<file path="config.mk">
export PLATFORM = sky130hd
export DESIGN_NAME = n4_b2_down_counter
export DESIGN_NICKNAME = d
export VERILOG_FILES = /design/src/rtl/n4_b2_down_counter_pkg.sv /design/src/rtl/n4_b2_down_counter_cell.sv /design/src/rtl/n4_b2_down_counter.sv
export SDC_FILE = /design/constraint.sdc
export NUM_CORES = 1
export LEC_CHECK = 0
export CAP_MARGIN = 0
export CORE_AREA = 3 3 40 42
export CTS_BUF_LIST = sky130_fd_sc_hd__clkbuf_16
export CTS_CLUSTER_DIAMETER = 60
export DETAILED_ROUTE_END_ITERATION = 8
export DIE_AREA = 0 0 43 45
export GPL_ROUTABILITY_DRIVEN = 0
export GPL_TIMING_DRIVEN = 0
export PLACE_DENSITY = 0.44
export REMOVE_ABC_BUFFERS = 1
export SYNTH_ARGS = -nofsm -noshare
export SYNTH_HDL_FRONTEND = slang
export SYNTH_SLANG_ARGS = --single-unit
</file>
<file path="constraint.sdc">
create_clock -name clock -period 1.3 [get_ports clock]
set_input_delay 0.195 -clock clock [delete_from_list [all_inputs] [get_ports clock]]
set_output_delay 0.195 -clock clock [all_outputs]
set_load 0.005 [all_outputs]
</file>
<file path="src/rtl/n4_b2_down_counter_pkg.sv">
// Shared constants for the base-2 down-counter chain.
package n4_b2_down_counter_pkg;

  localparam int N_DIGITS = 4;

endpackage

</file>
<file path="src/rtl/n4_b2_down_counter_cell.sv">
// One base-2 down-counter digit: loads d, toggles on borrow-in, passes borrow on.
module b2_down_counter (
  input  logic clock,
  input  logic reset,
  input  logic ei,
  input  logic ld,
  input  logic d,
  output logic eu,
  output logic q
);

  // A digit only borrows onward when it is 0, enabled, and not being loaded.
  assign eu = ei & ~q & ~ld;

  // NOTE: non-blocking assignment keeps every digit sampling the pre-edge chain.
  always_ff @(posedge clock) begin
    if (reset) begin
      q <= 1'b0;
    end else if (ld) begin
      q <= d;
    end else if (ei) begin
      q <= ~q;
    end
  end

endmodule

</file>
<file path="src/rtl/n4_b2_down_counter.sv">
// N-digit base-2 down counter built from a chain of single-digit cells.
module n4_b2_down_counter
  import n4_b2_down_counter_pkg::*;
#(
  parameter int N = N_DIGITS
) (
  input  logic         clock,
  input  logic         reset,
  input  logic         ei,
  input  logic         ld,
  input  logic [N-1:0] d3_d0,
  output logic [N-1:0] q3_q0,
  output logic         eu,
  output logic         z
);

  // borrow[i] is the enable into digit i; borrow[N] leaves the block.
  logic [N:0] borrow;

  assign borrow[0] = ei;

  for (genvar i = 0; i < N; i++) begin : g_digit
    b2_down_counter u_digit (
      .clock (clock),
      .reset (reset),
      .ei    (borrow[i]),
      .ld    (ld),
      .d     (d3_d0[i]),
      .eu    (borrow[i+1]),
      .q     (q3_q0[i])
    );
  end

  assign eu = borrow[N];
  assign z  = ~|q3_q0;

endmodule

</file>
==> metrics.cfg <==
[synthesis]
synth-main-ff-cell=dfxtp_1
yosys.area_share.adder_pct=0
synth_xor_area_share_pct=10.2
postSynthCellCount=28
yosys.area_share.simple_pct=19.0
synth-seq-cells=4
synth_mux_area_share_pct=3.90
synth_edf_count=0
synth_cell_types=15
yosysWarnings=0
synth_top_family_by_area=simple AND/OR/NAND/NOR gates
async_flop_share_pct=0
ys_seq_area_share_pct=31.2
syn_area_um2=256
synth_compound_area_share_pct=18.0
avgSynthCellArea_um2=9.16

[layout]
fillers=140
layout.cells.non_filler=57
diodes=0
nNetsFinal=52
final_layout_size_suffix_gt1_share_pct=33.3
largest_reg_flops=4
area_delta_synth_final_pct=89.8
registers.top_by_ff_count=g_digit.u_digit.q
reg_top3=g_digit.u_digit.q: 4 flops

[sta]
fin_crit_ps=1310
finalMaxSlewViolations=0
worstMarginPinSlew_ps=285
skew_ps=0.298
finalHoldViolations=0
fin_setup_tns_ps=-9.71
fin_crit_sh_pct=101
slew_headroom_pct=81.0
rsz0062_at_grt=yes
worst_slack_ps=-9.71
setup_viol_count_final=1
fmax_mhz=764

[status]
violations=setup timing
outcome=finished, violations left

[clock_network]
hold_buffers=0
cts_buffers=3
cts_tree=yes
cts_buffer_depth=2
clkLatencyLatePin_ps=220
cts_root_buf=clkbuf_16
path_clk_slew_ps=30
htreeDepth=1
clock_sinks=4

[global_routing]
antenna_found_initial=0
grt_pass1_vias=240
grt_remaining_overflow=0
grt_pass1_wl_um=1050
grt_use_total_pct=7.99
grt_max_degree=9

[detailed_routing]
wl_per_cell_um=11.0
drc_errors=0
viasPerCell=4.30
wirelength_um=625
drtIter0Drc=1
vias=245
ant_nets=0
first_pass_iters=2

[place]
dp.cells=51
port_buffers=13

[critical_path]
cp_slowest_cell=dfxtp_4
r2r-start=g_digit[2].u_digit.q$_SDFFE_PP0P_
rr_endpoint=g_digit[3].u_digit.q$_SDFFE_PP0P_
required_ps=1110
worstPathArrival_ps=1110
worstPathMaxFanout=2
critPathCaptureType=output pin
slowest_delay_ps=340
startpoint_type=flop
ff2ff_setup_slack_ps=130
critical_path_class=flop to output pin
path_cells=nor4_4 -> and3b_1 -> buf_2
rr_worst_depth=4

[power]
power_density_nw_per_um2=1550
max-vdd-ir-drop_uv=622
leakage_uw=0.000229
p_total_uw=755

[hold_path]
worst_hold_path_type=primary input to flop
hold_path_end=g_digit[1].u_digit.q$_SDFFE_PP0P_
holdPathStages=2
hold_start=ld

[die]
core_um2=1280
ioPinCount=14
initial_core_util_pct=20.0
rows=13
dieHeight_um=45
die_w_um=43
die_area_um2=1940

[run]
drv_cap=0

-- layout make-up --
class                   count  area [um2]  area share [%]
well taps                  15        18.8            3.86
repair buffers             16         143            29.3
inverters                   3        11.3            2.31
multi-input cells          16         146            30.1
clock buffers               3        75.1            15.4
flip-flops and latches      4        92.6            19.0
-- worst max-delay path by stage --
| stage | startpoint | to | slack, ps |
|---|---|---|---|
| 6_report | g_digit[2].u_digit.q$_SDFFE_PP0P_ | eu | -10 |
| 5_1_grt | g_digit[2].u_digit.q$_SDFFE_PP0P_ | eu | -90 |
| 4_1_cts | g_digit[2].u_digit.q$_SDFFE_PP0P_ | eu | -8 |
| 3_5_place_dp | ld | eu | -410 |
| 3_3_place_gp | ld | eu | -400 |
| 2_1_floorplan | g_digit[2].u_digit.q$_SDFFE_PP0P_ | eu | 180 |
-- per-stage QoR --
stage	area (um2)	utilization, %	hold slack, ps	setup slack [ps]
floorplan	223	-	267	176
global placement	372	28.9	615	-404
detailed placement	372	28.9	619	-405
CTS	473	36.8	535	-7.91
global route	487	37.9	569	-87.6
finish	487	37.9	530	-9.71
-- report_power, final --
group	switching, uW	internal (uW)	leakage, uW
clock network	87.1	393	0.0000370
logic	42.6	80.2	0.000157
registers	16.5	136	0.0000353
-- layer usage --
layer	GRT usage (%)	share of wire, %
met4	9.04	3.7
met5	0	0
met1	8.19	40
met3	3.59	13
met2	11.4	44
-- logic make-up after synthesis --
| group | Yosys count |
|---|---|
| muxes | 1 |
| DFF | 4 |
| xor gates and xnor gates | 3 |
| AOI/OAI and AO/OA | 7 |
| and+or+nand+nor | 5 |
| buffers and inverters | 8 |
-- layout by cell type (no fill, tap or decap) --
cell type / synthesis / final
clkdlybuf4s50_1: 0 / 6
mux2i_1: 1 / 1
nand2b_1: 1 / 1
inv_1: 3 / 3
a21oi_1: 3 / 3
clkbuf_16: 0 / 3
buf_4: 4 / 3
dlygate4sd2_1: 0 / 5
xor2_1: 2 / 2
dfxtp_4: 0 / 3
buf_2: 0 / 1
o31a_1: 1 / 1
nor4b_4: 1 / 1
xnor2_1: 1 / 1
buf_6: 0 / 1
and3b_1: 1 / 1
nor4_4: 0 / 1
dfxtp_2: 0 / 1
o21a_1: 3 / 3
nor2_1: 1 / 1
-- repair_timing --
item                                    4_1_cts  5_1_grt
pin swaps                                     2        2
setup buffers                                 2        1
gates resized for setup                      22        1
endpoints found under the setup margin        6        2
-- worst max-delay path: cells and delay by family (launching register included) --
family                 cells  cell delay (ps)
buffers and inverters      1              100
DFF                        1              340
and+or+nand+nor            2              450
-- cell usage after synthesis, types with 2 or more instances --
master	instances	area share [%]
a21oi_1	3	5.9
buf_4	4	12
dfxtp_1	4	31
inv_1	3	4.4
o21a_1	3	8.8
xor2_1	2	6.8
Note: power is estimated with default switching activity, not from simulation.
